<file path="src/rtl/wsa_pkg.sv">
// Shared types and defaults for the weight-stationary array feeder.
package wsa_pkg;

  localparam int unsigned N_DEF  = 4;
  localparam int unsigned DW_DEF = 8;

  typedef enum logic [1:0] {
    IDLE,
    LOAD_W,
    STREAM,
    DRAIN
  } state_t;

  // Lane i of an activation vector reaches the array i cycles after lane 0.
  function automatic int unsigned lane_delay(input int unsigned i);
    return i;
  endfunction

endpackage

</file>
<file path="src/rtl/wsa_skew_lane.sv">
// One activation lane of the diagonal skew: (DELAY+1)-stage shift of {vld, data}.
module wsa_skew_lane #(
  parameter int unsigned DW    = 8,
  parameter int unsigned DELAY = 0
) (
  input  logic          clk,
  input  logic          reset,
  input  logic          vld_in,
  input  logic [DW-1:0] data_in,
  output logic          vld_out,
  output logic [DW-1:0] data_out
);

  logic [DW:0] pipe [DELAY+1];

  always_ff @(posedge clk or negedge reset) begin
    if (!reset) begin
      for (int unsigned k = 0; k < DELAY + 1; k++) pipe[k] <= '0;
    end else begin
      pipe[0] <= {vld_in, data_in};
      for (int unsigned k = 1; k < DELAY + 1; k++) pipe[k] <= pipe[k-1];
    end
  end

  assign {vld_out, data_out} = pipe[DELAY];

endmodule

</file>
<file path="src/rtl/wsa_feeder.sv">
// Feeds a weight tile then diagonally skewed activation vectors into the MMU.
module wsa_feeder
  import wsa_pkg::*;
#(
  parameter int unsigned N  = N_DEF,
  parameter int unsigned DW = DW_DEF
) (
  input  logic          clk,
  input  logic          reset,
  input  logic [N*DW-1:0] wt_in,
  input  logic          wt_valid,
  output logic          wt_ready,
  input  logic [N*DW-1:0] act_in,
  input  logic          act_valid,
  input  logic          act_last,
  output logic          act_ready,
  output logic          control,
  output logic [N*DW-1:0] wt_arr,
  output logic [N*DW-1:0] data_arr,
  output logic [N-1:0]  data_vld,
  output logic          busy,
  output logic          tile_done
);

  localparam int unsigned CW = (N > 1) ? $clog2(N) : 1;
  localparam logic [CW-1:0] LAST = CW'(N - 1);

  state_t        state, state_nx;
  logic [CW-1:0] row_cnt, row_nx;
  logic [CW-1:0] drn_cnt, drn_nx;
  logic          wt_acc, act_acc;

  // Readies are masked by reset so nothing looks acceptable while held in reset.
  assign wt_ready  = reset && ((state == IDLE) || (state == LOAD_W));
  assign act_ready = reset && (state == STREAM);
  assign wt_acc    = wt_valid && wt_ready;
  assign act_acc   = act_valid && act_ready;
  assign busy      = (state != IDLE);

  always_comb begin
    state_nx  = state;
    row_nx    = row_cnt;
    drn_nx    = drn_cnt;
    tile_done = 1'b0;
    case (state)
      IDLE, LOAD_W: begin
        if (wt_acc) begin
          if (row_cnt == LAST) begin
            state_nx = STREAM;
            row_nx   = '0;
          end else begin
            state_nx = LOAD_W;
            row_nx   = row_cnt + 1'b1;
          end
        end
      end
      STREAM: begin
        if (act_acc && act_last) begin
          state_nx = DRAIN;
          drn_nx   = LAST;
        end
      end
      DRAIN: begin
        if (drn_cnt == '0) begin
          state_nx  = IDLE;
          tile_done = 1'b1;
        end else begin
          drn_nx = drn_cnt - 1'b1;
        end
      end
      default: state_nx = IDLE;
    endcase
  end

  always_ff @(posedge clk or negedge reset) begin
    if (!reset) begin
      state   <= IDLE;
      row_cnt <= '0;
      drn_cnt <= '0;
      control <= 1'b0;
      wt_arr  <= '0;
    end else begin
      state   <= state_nx;
      row_cnt <= row_nx;
      drn_cnt <= drn_nx;
      control <= wt_acc;
      if (wt_acc) wt_arr <= wt_in;
    end
  end

  // Non-accept cycles push a zero bubble so the diagonal timing never shifts.
  for (genvar i = 0; i < N; i++) begin : g_lane
    wsa_skew_lane #(
      .DW    (DW),
      .DELAY (lane_delay(i))
    ) u_lane (
      .clk      (clk),
      .reset    (reset),
      .vld_in   (act_acc),
      .data_in  (act_acc ? act_in[i*DW +: DW] : '0),
      .vld_out  (data_vld[i]),
      .data_out (data_arr[i*DW +: DW])
    );
  end

endmodule

</file>
<file path="config.mk">
export PLATFORM = sky130hd
export DESIGN_NAME = wsa_feeder
export DESIGN_NICKNAME = d
export VERILOG_FILES = /design/src/rtl/wsa_pkg.sv /design/src/rtl/wsa_skew_lane.sv /design/src/rtl/wsa_feeder.sv
export SDC_FILE = /design/constraint.sdc
export NUM_CORES = 1
export LEC_CHECK = 0
export BUFFER_PORTS_ARGS = -buffer_cell sky130_fd_sc_hd__buf_4
export CORE_ASPECT_RATIO = 0.8
export CORE_UTILIZATION = 49
export DETAILED_ROUTE_END_ITERATION = 16
export MAX_ROUTING_LAYER = met4
export PLACE_DENSITY = 0.77
export SLEW_MARGIN = 15
export SYNTH_ARGS = -nofsm -noshare
export SYNTH_HDL_FRONTEND = slang
export SYNTH_SLANG_ARGS = --single-unit
</file>
<file path="constraint.sdc">
create_clock -name clk -period 1.9 [get_ports clk]
set_input_delay 0.475 -clock clk [delete_from_list [all_inputs] [get_ports clk]]
set_output_delay 0.475 -clock clk [all_outputs]
set_load 0.005 [all_outputs]
</file>
# After elaboration in Yosys (flattened, before gate mapping)
# Index checks and enable logic that the tools add are counted.
# classes
add_sub_neg	2
n_eq_ne	8
n_mux	14
reduce_logical	14
# ops
cell	n
$mux W8	4
$mux W2	6
$eq A2 B2 Y1 const B	3
$ne A2 B2 Y1 const B	3
$pmux W2 S3	1
$reduce_and A3 Y1	2
$logic_and A1 B1 Y1	5
$logic_not A2 Y1	2
$pmux W2 S2	1
$reduce_bool A2 Y1	2
$add A2 B1 Y2 const B	1
$eq A2 B1 Y1 const B	1
$mux W1	2
$ne A2 B1 Y1 const B	1
$reduce_and A2 Y1	1
$reduce_or A2 Y1	1
$sub A2 B1 Y2 const B	1
$logic_or A1 B1 Y1	1
# word_totals
inputBits	69
output_inout_bits	73
wordCells	53
register_bits	129

# Depth between registers and ports, before layout
# Gate-level depths: netlist of the first run.
# depth
depth_word	6
depth_mapped	5

# Cells and area by module
# Synthesis of the first run repeated with hierarchy kept, for this count alone.
# hier_totals
hier_cells	248
area_unflattened_um2	4315.4
# by_module_without_submodules
module	cells_per_inst	seq_area_each_um2	n_inst	area_per_inst_um2
wsa_feeder	134	975.9	1	1883.1
wsa_skew_lane at g_lane[3].u_lane	44	900.9	1	960.9
wsa_skew_lane at g_lane[2].u_lane	35	675.6	1	735.7
wsa_skew_lane at g_lane[1].u_lane	26	450.4	1	510.5
wsa_skew_lane at g_lane[0].u_lane	9	225.2	1	225.2

# Worst setup path after synthesis of the first run
# OpenSTA, ideal clock, no wires.
# synth_path
path_type	register -> register
start	register state[1]
end	register wt_arr[15]
path_stages_with_launch	5
synth_period_minus_slack_ps	1381
slack_ps	519
setup_time_ps	125
arrival_time_ps	1256
path_cell_list	dfrtp_1 > and3b_1 > buf_6 > buf_6 > mux2_4
# synth_between
elab_chain_len	4
# synth_rtl
item	line	source
start, declared	wsa_feeder.sv:28	state_t state, state_nx;
start signal, assigned	wsa_feeder.sv:83	state <= state_nx;
$eq A2 B1 Y1 or $logic_not A2 Y1 (tied branches)	wsa_feeder.sv:34	assign wt_ready = reset && ((state == IDLE) || (state == LOAD_W));
$logic_or A1 B1 Y1 *	wsa_feeder.sv:34	
$logic_and A1 B1 Y1 *	wsa_feeder.sv:34	
$logic_and A1 B1 Y1 *	wsa_feeder.sv:36	assign wt_acc = wt_valid && wt_ready;
end signal, assigned	wsa_feeder.sv:87	if (wt_acc) wt_arr <= wt_in;
end, declared	wsa_feeder.sv:18	output logic [N*DW-1:0] wt_arr,
# Every way passes the cells marked *; elsewhere a longest branch is shown, timed or not.
# A chain may end at the register's enable or synchronous reset.

# Worst setup path after layout of the first run
# layout_path
start	register drn_cnt[1]
end	output tile_done
# layout_between
elab_chain_len	3
# layout_rtl
item	line	source
start, declared	wsa_feeder.sv:30	logic [CW-1:0] drn_cnt, drn_nx;
start signal, assigned	wsa_feeder.sv:85	drn_cnt <= drn_nx;
$logic_not A2 Y1	wsa_feeder.sv:64	if (drn_cnt == '0) begin
$mux W1	wsa_feeder.sv:64	
$mux W1	wsa_feeder.sv:45	case (state)
end, declared	wsa_feeder.sv:22	output logic tile_done
# Every way passes these cells.

==> impl_metrics.csv, run 1 <==
group,metric,value,unit
run_status,status,"finished, final reports clean",
die,fp.dieArea,8830,µm²
setup_path,worst-setup-path-type,"reg -> out",
grt,antenna_found_initial,0,
place,portBuffers,141,
sta,fin_crit_sh,99.7,%
yosys,synth.cell_area,4140,µm²
die,die-height,84.2,µm
job,maxCapViolCount,0,
grt,grt_start_max_net_pins,93,
route,ant_nets,0,
cts,cts.clk_slew.worst_paths,0.06,ns
layout,drive_gt1_share,56.6,%
setup_path,cpPeakStageDelay,0.38,ns
route,vias,2269,
route,drc,0,
cts,cts_buffer_depth,2,
sta,finalSetupTns,0,ns
cts,clock-sinks,123,
sta,slew_viol_final,0,
sta,fmax,528,MHz
yosys,yosysTopAreaCell,"dfrtp_1",
sta,report.final.hold_viol_count,0,
setup_path,path_cells,"inv_1, ha_2, and3_4, buf_6",
die,initial_core_util,51.4,%
yosys,synth_cells,247,
setup_path,worst-path-max-fanout,3,
die,die_w,105,µm
power,power.density,1320,nW/µm²
route,vias_per_cell,4.48,
cts,numCtsBuffers,17,
yosys,synth.net_count,318,
setup_path,r2r_slack,0.40,ns
route,first_pass_iters,4,
cts,clkLatencyLatePin,0.50,ns
sta,rsz0062_at_grt,"yes",
die,num_rows,29,
grt,overflow,0,
min_path,hp-class,"in -> async",
sta,holdWs,0.0395,ns
setup_path,end_kind,"primary output",
layout,syn_to_final_growth,40.4,%
sta,min_period,1.89,ns
yosys,synth_cell_types,22,
setup_path,critPathTopFamily,"flip-flops",
grt,grt_usage,19.4,%
setup_path,ff2ff_path_depth,4,
yosys,ys_ff_latch,123,
setup_path,worstPathArrival,1.42,ns
cts,cts_tree,"built",
place,dp_hpwl,4830,µm
sta,fin_ws,0.00570,ns
power,p_leak,3.04,nW
layout,antenna_cells,0,
route,dr.first_iter.drc_count,54,
setup_path,slowest_stage,"dfrtp_1",
setup_path,start_kind,"flip-flop",
route,drt-total-wl,7670,µm
sta,slew_headroom,64.1,%
cts,htreeDepth,4,
sta,fin_skew,0.00994,ns
yosys,yosys_warnings,0,
route,detail_route.wl_per_cell,15.1,µm
yosys,synth.area.top_cells,"dfrtp_1, mux2_4, buf_4, mux2_2, and2_1",
place,dp_worst_setup_slack,0.263,ns
grt,grt_pass1_vias,2424,
cts,cts-root-buf,"clkbuf_8",
die,ioPinCount,142,
die,fp.coreArea,8060,µm²
place,gp_congestion,0.704,
sta,finalSetupViolCount,0,
power,ir_worst_vdd,743,µV
yosys,synth_top_area_share,74.3,%
yosys,ys_seq_area_share,74.3,%
setup_path,required,1.42,ns
sta,tightest_slew,0.538,ns
setup_path,crit_buf_inv,2,
setup_path,crit_cells,4,
yosys,synth.avg_cell_area,16.8,µm²
grt,grt_pass1_wl,12100,µm
layout,nets,457,
-- power by group --
part	total, mW	internal, mW	switching, mW
Combinational	1.41	0.938	0.470
Sequential	3.22	3.00	0.218
Clock	3.04	1.84	1.20
-- state kept, by name (all words and copies together) (netlist names) --
| register | flops |
|---|---|
| g_lane.u_lane.pipe | 57 |
| state | 2 |
| wt_arr | 32 |
| g_lane.u_lane.vld_out | 3 |
| g_lane.u_lane.data_out | 24 |
| drn_cnt | 2 |
| row_cnt | 2 |
| control | 1 |
-- per-layer routing --
metal  global-route usage (%)  wire length, µm
met3                     6.99              382
met5                        -                0
met4                     5.76               40
met2                     31.9             4060
met1                     22.6             3190
-- cells in the final DEF (no fill, tap or decap), drive strengths merged --
| cell type | instances |
|---|---|
| a221oi | 1 |
| and2 | 32 |
| a21oi | 2 |
| ha | 2 |
| bufinv | 1 |
| dlygate4sd3 | 3 |
| and3b | 2 |
| clkinv | 3 |
| nor2 | 3 |
| inv | 8 |
| and4b | 1 |
| nand2 | 2 |
| and2b | 1 |
| and3 | 1 |
| a22o | 1 |
| or2 | 1 |
| dfrtp | 123 |
| buf | 153 |
| nand4 | 1 |
| clkinvlp | 3 |
| a211oi | 2 |
| clkbuf | 19 |
| mux2 | 34 |
-- synthesized netlist by cell type --
master,count
dfrtp_1,123
and4b_1,1
nand2_1,2
a211oi_1,2
and2_1,32
mux2_4,16
buf_4,28
buf_2,3
nor2_1,3
a21oi_1,2
and3_1,1
clkbuf_1,2
or2_2,1
and2b_1,1
a221oi_2,1
nand4_1,1
a22o_1,1
ha_1,2
mux2_2,18
buf_6,3
and3b_1,2
inv_1,2
-- metrics by stage --
stage | power (mW) | instance area (µm²) | util (%) | instances
final | 7.67 | 5820 | 72.2 | 507
after global routing | 8.04 | 5820 | 72.2 | 507
after CTS | 7.71 | 5790 | 71.9 | 504
after detailed placement | 4.58 | 5150 | 64.0 | 466
after global placement | 4.53 | 5150 | 64.0 | 466
after floorplan | 3.84 | 4140 | - | 247
-- cell families after synthesis --
logic type | after synthesis | synth area share [%]
AO/OA/AOI/OAI | 6 | 1.18
adder cells (fa/ha/maj) | 2 | 0.604
buffers and inverters | 38 | 6.62
flip-flops | 123 | 74.3
multiplexers | 34 | 10.7
AND/OR/NAND/NOR | 44 | 6.59
-- what timing repair did --
action | 4_1_cts | 5_1_grt
setup endpoints to repair | 1 | 2
setup buffers | 3 | 3
hold buffers | 3 | 0
gates resized for setup | 3 | 2
pin swaps | 0 | 2
hold endpoints to repair | 11 | 0
-- layout make-up --
class,instances,area [µm²]
multi-input cells,86,798
repair buffers,156,1220
clock inverters,13,133
inverters,2,7.51
clock buffers,19,442
flip-flops and latches,123,3080
well taps,108,135
fillers,540,2240
-- worst paths after layout --
kind / startpoint / to
setup / recovery: drn_cnt[1] / tile_done
hold / removal: reset / g_lane[1].u_lane.pipe[10]
setup reg to reg: state[1] / g_lane[2].u_lane.pipe[20]
hold reg to reg: g_lane[3].u_lane.pipe[27] / g_lane[3].u_lane.pipe[18]
max in group asynchronous: reset / state[1]
min in group clk: act_in[20] / g_lane[2].u_lane.pipe[22]
No activity file was read; power rests on OpenSTA's default activity.
==> inputs of run 2 (changes only) <==
--- a/config.mk
+++ b/config.mk
@@ -5,13 +5,14 @@
 export SDC_FILE = /design/constraint.sdc
 export NUM_CORES = 1
 export LEC_CHECK = 0
+export ABC_AREA = 1
 export BUFFER_PORTS_ARGS = -buffer_cell sky130_fd_sc_hd__buf_4
 export CORE_ASPECT_RATIO = 0.8
-export CORE_UTILIZATION = 49
+export CORE_UTILIZATION = 50
 export DETAILED_ROUTE_END_ITERATION = 16
 export MAX_ROUTING_LAYER = met4
-export PLACE_DENSITY = 0.77
-export SLEW_MARGIN = 15
+export PLACE_DENSITY = 0.78
+export SLEW_MARGIN = 20
 export SYNTH_ARGS = -nofsm -noshare
 export SYNTH_HDL_FRONTEND = slang
 export SYNTH_SLANG_ARGS = --single-unit
==> impl_metrics.csv, run 2 <==
group,metric,value,unit
route,vias_per_cell,4.39,
min_path,whs_path_depth,3,
place,dp_hpwl,5310,µm
cts,cts.clk_slew.worst_paths,0.06,ns
power,internal_power,5.46,mW
min_path,min_from,"wt_in[20]",
die,die_w,105,µm
cts,numCtsBuffers,17,
layout,drive_gt1_share,43.1,%
setup_path,worstPathArrival,1.36,ns
die,fp.dieArea,8900,µm²
yosys,async_flop_share,100,%
min_path,min_to,"wt_arr[20]",
grt,antenna_found_initial,0,
yosys,synth.avg_cell_area,11.6,µm²
die,fp.coreArea,8090,µm²
layout,final_common_cell,"buf_4",
yosys,ys_ff_latch,123,
sta,finalSetupTns,0,ns
place,gp_congestion,0.818,
yosys,synth.cell_area,4260,µm²
power,p_leak,3.35,nW
sta,fmax,544,MHz
route,ant_nets,0,
yosys,ys_seq_area_share,72.2,%
setup_path,r2r_end,"row_cnt[0]",
sta,fin_skew,0.0102,ns
setup_path,crit_top_cell,"inv_1",
grt,grt_usage,20.1,%
layout,nets,569,
yosys,yosysMostFrequentCell,"dfrtp_1",
layout,stdcell_count,619,
setup_path,worst-setup-path-type,"reg -> out",
power,p_seq_share,42.1,%
power,ir_worst_vdd,684,µV
sta,report.final.hold_viol_count,0,
layout,largest_register,"g_lane.u_lane.pipe",
grt,overflow,0,
sta,slew_viol_final,0,
setup_path,end_kind,"primary output",
yosys,yosysTopAreaCell,"dfrtp_1",
power,p_clk_share,40.0,%
yosys,synth_cells,367,
die,num_rows,29,
layout,antenna_cells,0,
route,vias,2719,
layout,syn_to_final_growth,37.1,%
cts,clkLatencyLatePin,0.51,ns
sta,tightest_slew,0.550,ns
power,swShare,27.9,%
place,portBuffers,141,
run_status,status,"finished, final reports clean",
setup_path,required,1.42,ns
route,first_pass_iters,4,
sta,finalSetupViolCount,0,
die,initial_core_util,52.7,%
power,p_comb_share,17.9,%
power,p_switching,2.12,mW
route,dr.first_iter.drc_count,152,
min_path,hp-class,"in -> reg",
die,die-height,84.6,µm
cts,clock-sinks,123,
yosys,synth_top_area_share,72.2,%
sta,fin_crit_sh,96.8,%
layout,fillers,562,
die,ioPinCount,142,
job,maxCapViolCount,0,
layout,final_util,72.2,%
yosys,ys.flop_type,"dfrtp_1",
cts,cts-root-buf,"clkbuf_8",
setup_path,start_kind,"flip-flop",
cts,htreeDepth,4,
setup_path,crit_path_start,"drn_cnt[0]",
setup_path,cpPeakStageDelay,0.40,ns
setup_path,worst-path-max-fanout,3,
cts,cts_buffer_depth,2,
sta,rsz0062_at_grt,"yes",
yosys,synth_common_cells,"dfrtp_1, nand2_1, inv_1",
setup_path,slowest_stage,"dfrtp_1",
yosys,synth.area.top_cells,"dfrtp_1, nand2_1, buf_4, nor2_2, inv_1",
yosys,synth_cell_types,18,
sta,slew_headroom,63.3,%
setup_path,path_cells,"inv_1, ha_1, inv_1, nor2_2, buf_4",
yosys,synth_edf_count,0,
setup_path,ff2ff_path_depth,6,
place,dp_cells,583,
cts,cts_tree,"built",
grt,grt_pass1_vias,2719,
setup_path,r2r_slack,0.22,ns
setup_path,r2r-start,"state[1]",
yosys,yosys_warnings,0,
route,drt-total-wl,7950,µm
yosys,synth.net_count,438,
route,drc,0,
power,power.density,1300,nW/µm²
route,detail_route.wl_per_cell,12.8,µm
grt,grt_pass1_wl,13000,µm
sta,min_period,1.84,ns
layout,largest_reg_flops,57,
grt,grt_start_max_net_pins,101,
layout,final_cell_mix,"buf_4, dfrtp_1, nand2_1",
run 2: power by group through the flow:
stage / clock, mW / combinational (mW) / sequential [mW]
3_5_place_dp: 0 / 1.31 / 3.23
6_report: 3.03 / 1.36 / 3.20
5_1_grt: 3.22 / 1.51 / 3.23
3_3_place_gp: 0 / 1.25 / 3.21
4_1_cts: 3.10 / 1.36 / 3.19
2_1_floorplan: 0 / 0.586 / 3.22
run 2: worst max-delay path, delay by kind of cell (launching register included):
family / cells / cell delay (ns)
adder cells (fa/ha/maj): 1 / 0.13
buffers and inverters: 3 / 0.23
flip-flops: 1 / 0.40
AND/OR/NAND/NOR: 1 / 0.10
run 2: stage by stage:
stage / instance area (µm²) / hold WS [ns] / setup slack, ns / total power, mW
after global routing: 5840 / 0.139 / -0.00157 / 7.97
after detailed placement: 5230 / 0.335 / 0.145 / 4.54
after CTS: 5830 / 0.140 / 0.000590 / 7.66
after floorplan: 4260 / 0.179 / 0.663 / 3.80
after global placement: 5230 / 0.331 / 0.248 / 4.46
final: 5840 / 0.167 / 0.0604 / 7.58
run 2: cell families (layout without fill, tap and decap cells):
logic type	count (synthesis)	after routing	synth area share, %
buffers and inverters	79	223	10.3
AO/OA/AOI/OAI	5	5	0.705
flip-flops	123	123	72.2
AND/OR/NAND/NOR	158	158	16.2
adder cells (fa/ha/maj)	2	2	0.587
run 2: metal layers:
layer / vias up / GRT usage, % / part of all wire, %
li1: 1316 / - / -
met1: 1293 / 24.0 / 43
met2: 106 / 32.4 / 50
met3: 4 / 7.53 / 6.7
met4: 0 / 4.99 / 0.31
met5: - / - / 0
run 2: how the worst max path moves through the flow:
stage / end / slack [ns] / cells past startpoint
CTS: busy / 0.0006 / 2
finish: tile_done / 0.06 / 5
detailed placement: row_cnt[0] / 0.15 / 7
global route: act_ready / -0.002 / 5
global placement: row_cnt[0] / 0.25 / 7
floorplan: wt_arr[10] / 0.66 / 7
run 2: final cells by class:
cell class                 count  area, µm²  share of cell area [%]
clock buffer                  17        414                    7.09
clock inverter                15        153                    2.61
inverter                      42        158                    2.70
multi-input combinational    165        753                    12.9
sequential                   123       3080                    52.8
tap                          108        135                    2.31
timing repair buffer         149       1150                    19.6
run 2: repair_timing:
action	in CTS	in global routing
gates resized for setup	2	3
pin swaps	2	1
setup buffers	3	0
hold endpoints to repair	23	0
hold buffers	1	0
setup endpoints to repair	2	3
==> inputs of run 3 (changes only) <==
--- a/config.mk
+++ b/config.mk
@@ -7,12 +7,14 @@
 export LEC_CHECK = 0
 export ABC_AREA = 1
 export BUFFER_PORTS_ARGS = -buffer_cell sky130_fd_sc_hd__buf_4
+export CAP_MARGIN = 10
 export CORE_ASPECT_RATIO = 0.8
-export CORE_UTILIZATION = 50
+export CORE_UTILIZATION = 30
 export DETAILED_ROUTE_END_ITERATION = 16
 export MAX_ROUTING_LAYER = met4
-export PLACE_DENSITY = 0.78
+export PLACE_DENSITY = 0.51
 export SLEW_MARGIN = 20
 export SYNTH_ARGS = -nofsm -noshare
 export SYNTH_HDL_FRONTEND = slang
+export SYNTH_HIERARCHICAL = 1
 export SYNTH_SLANG_ARGS = --single-unit
==> impl_metrics.csv, run 3 <==
group,metric,value,unit
route,route.top_layer_used,"met4",
route,vias_per_cell,3.93,
layout,nets,573,
setup_path,start_kind,"flip-flop",
cts,cts_buffer_depth,2,
yosys,yosysTopAreaCell,"dfrtp_1",
grt,overflow,0,
power,power.density,1330,nW/µm²
setup_path,cpPeakStageDelay,0.42,ns
sta,min_period,1.80,ns
cts,clkLatencyLatePin,0.41,ns
sta,finalSetupTns,0,ns
route,drt-total-wl,8120,µm
setup_path,ff2ff_path_depth,6,
setup_path,crit_top_cell,"inv_2",
layout,final_common_cell,"buf_4",
route,m1WireLength,3560,µm
yosys,synth.avg_cell_area,11.7,µm²
job,maxCapViolCount,0,
setup_path,worst-path-max-fanout,7,
cts,cts_hold_buffers,0,
cts,numCtsBuffers,17,
sta,tightest_slew,0.508,ns
sta,rsz0062_at_grt,"no",
route,vias,2734,
yosys,synth.area.top_cells,"dfrtp_1, nand2_1, buf_4, inv_1, nor2_1",
setup_path,r2r_end,"wt_arr[2]",
place,portBuffers,141,
layout,antenna_cells,0,
place,dp_hpwl,5450,µm
sta,slew_viol_final,0,
sta,slew_headroom,66.2,%
setup_path,worstPathArrival,1.33,ns
die,num_rows,38,
yosys,synth_edf_count,0,
route,dr_wl_met3,491,µm
place,gp_congestion,0.752,
run_status,status,"finished, final reports clean",
setup_path,r2r_slack,0.41,ns
cts,clock-sinks,129,
yosys,synth_cell_types,18,
setup_path,crit_path_start,"state[1]",
yosys,ys_ff_latch,129,
cts,cts_tree,"built",
setup_path,crit_buf_inv,3,
die,fp.coreArea,13800,µm²
min_path,hp-class,"in -> async",
yosys,yosys_warnings,6,
setup_path,r2r-start,"state[1]",
sta,report.final.hold_viol_count,0,
power,ir_worst_vdd,634,µV
setup_path,slowest_stage,"dfrtp_2",
layout,drive_gt1_share,38.4,%
grt,grt_pass1_wl,12900,µm
setup_path,end_kind,"primary output",
sta,fin_crit_sh,95.0,%
yosys,ys.flop_type,"dfrtp_1",
sta,fmax,554,MHz
setup_path,path_cells,"inv_2, nor2_2, inv_2, nor2_4, buf_4",
yosys,synth_common_cells,"dfrtp_1, nand2_1, inv_1",
yosys,yosysMostFrequentCell,"dfrtp_1",
grt,antenna_found_initial,0,
cts,cts-root-buf,"clkbuf_16",
layout,final_cell_mix,"buf_4, dfrtp_1, nand2_1",
cts,htreeDepth,4,
sta,finalSetupViolCount,0,
layout,fillers,1288,
yosys,ys_seq_area_share,74.5,%
grt,grt_start_max_net_pins,98,
sta,fin_skew,0.00486,ns
grt,grt_pass1_vias,2637,
setup_path,critPathTopFamily,"flip-flops",
power,p_leak,3.46,nW
setup_path,crit_cells,5,
yosys,synth_top_area_share,74.5,%
route,drc,0,
route,dr.first_iter.drc_count,97,
route,wl_met2,3910,µm
die,initial_core_util,31.3,%
layout,syn_to_final_growth,40.3,%
setup_path,required,1.42,ns
layout,final_util,43.9,%
yosys,synth.cell_area,4330,µm²
grt,grt_usage,12.2,%
yosys,async_flop_share,100,%
yosys,synth_cells,369,
die,fp.dieArea,14900,µm²
yosys,synth.net_count,440,
route,ant_nets,0,
cts,cts.clk_slew.worst_paths,0.05,ns
power,total_power,8.09,mW
setup_path,crit_end,"act_ready",
die,ioPinCount,142,
route,detail_route.wl_per_cell,11.7,µm
setup_path,worst-setup-path-type,"reg -> out",
layout,largest_register,"g_lane.u_lane/pipe",
route,first_pass_iters,4,
layout,largest_reg_flops,63,
die,die_w,136,µm
die,die-height,109,µm
## run 3: cell count changes after synthesis
cell	previous run	this run
buf_4	31	27
dfrtp_1	123	129
nor2_1	6	25
nor2_2	31	12
## run 3: what timing repair did
action | CTS | global route
setup endpoints to repair | 0 | 1
buffers inserted | 0 | 0
endpoints found under the hold margin | 0 | 0
gates resized for setup | 0 | 1
## run 3: worst min-delay path by stage
stage / endpoint / slack, ns / depth (start not counted)
after floorplan: control / 0.18 / 0
after global placement: g_lane[2].u_lane/pipe[11] / 0.33 / 0
after detailed placement: g_lane[1].u_lane/data_out[3] / 0.33 / 0
after CTS: wt_arr[24] / 0.11 / 2
after global routing: wt_arr[31] / 0.12 / 2
final: row_cnt[0] / 0.10 / 2
## run 3: per-layer routing
| layer | vias up | global-route usage (%) |
|---|---|---|
| met5 | - | - |
| met1 | 1293 | 14.3 |
| met3 | 13 | 4.56 |
| met4 | 0 | 6.75 |
| li1 | 1336 | - |
| met2 | 92 | 18.0 |
## run 3: final cells by class
type	count	area, µm²	area share [%]
Multi-Input combinational cell	165	696	11.4
Clock inverter	13	198	3.25
Inverter	42	158	2.59
Sequential cell	129	3230	53.1
Timing Repair Buffer	147	1120	18.4
Tap cell	180	225	3.71
Clock buffer	19	453	7.45
## run 3: cells by family after synthesis
| logic type | Yosys count | synth area share [%] |
|---|---|---|
| adder cells (fa/ha/maj) | 2 | 0.577 |
| buffers and inverters | 75 | 9.44 |
| AND/OR/NAND/NOR | 158 | 14.8 |
| AO/OA/AOI/OAI | 5 | 0.693 |
| flip-flops | 129 | 74.5 |
## run 3: report_power, final
part | switching [mW] | internal (mW)
clock | 1.22 | 2.29
combinational | 0.604 | 0.660
sequential | 0.207 | 3.11
total | 2.03 | 6.06
## run 3: per-stage QoR
step                worst slack [ns]  std cells  area, µm²  hold slack (ns)
global placement               0.303        663       5430            0.332
floorplan                      0.663        369       4330            0.179
CTS                           0.0270        695       6080            0.106
finish                        0.0957        695       6080            0.103
detailed placement             0.252        663       5430            0.335
global route                  0.0225        695       6080            0.123
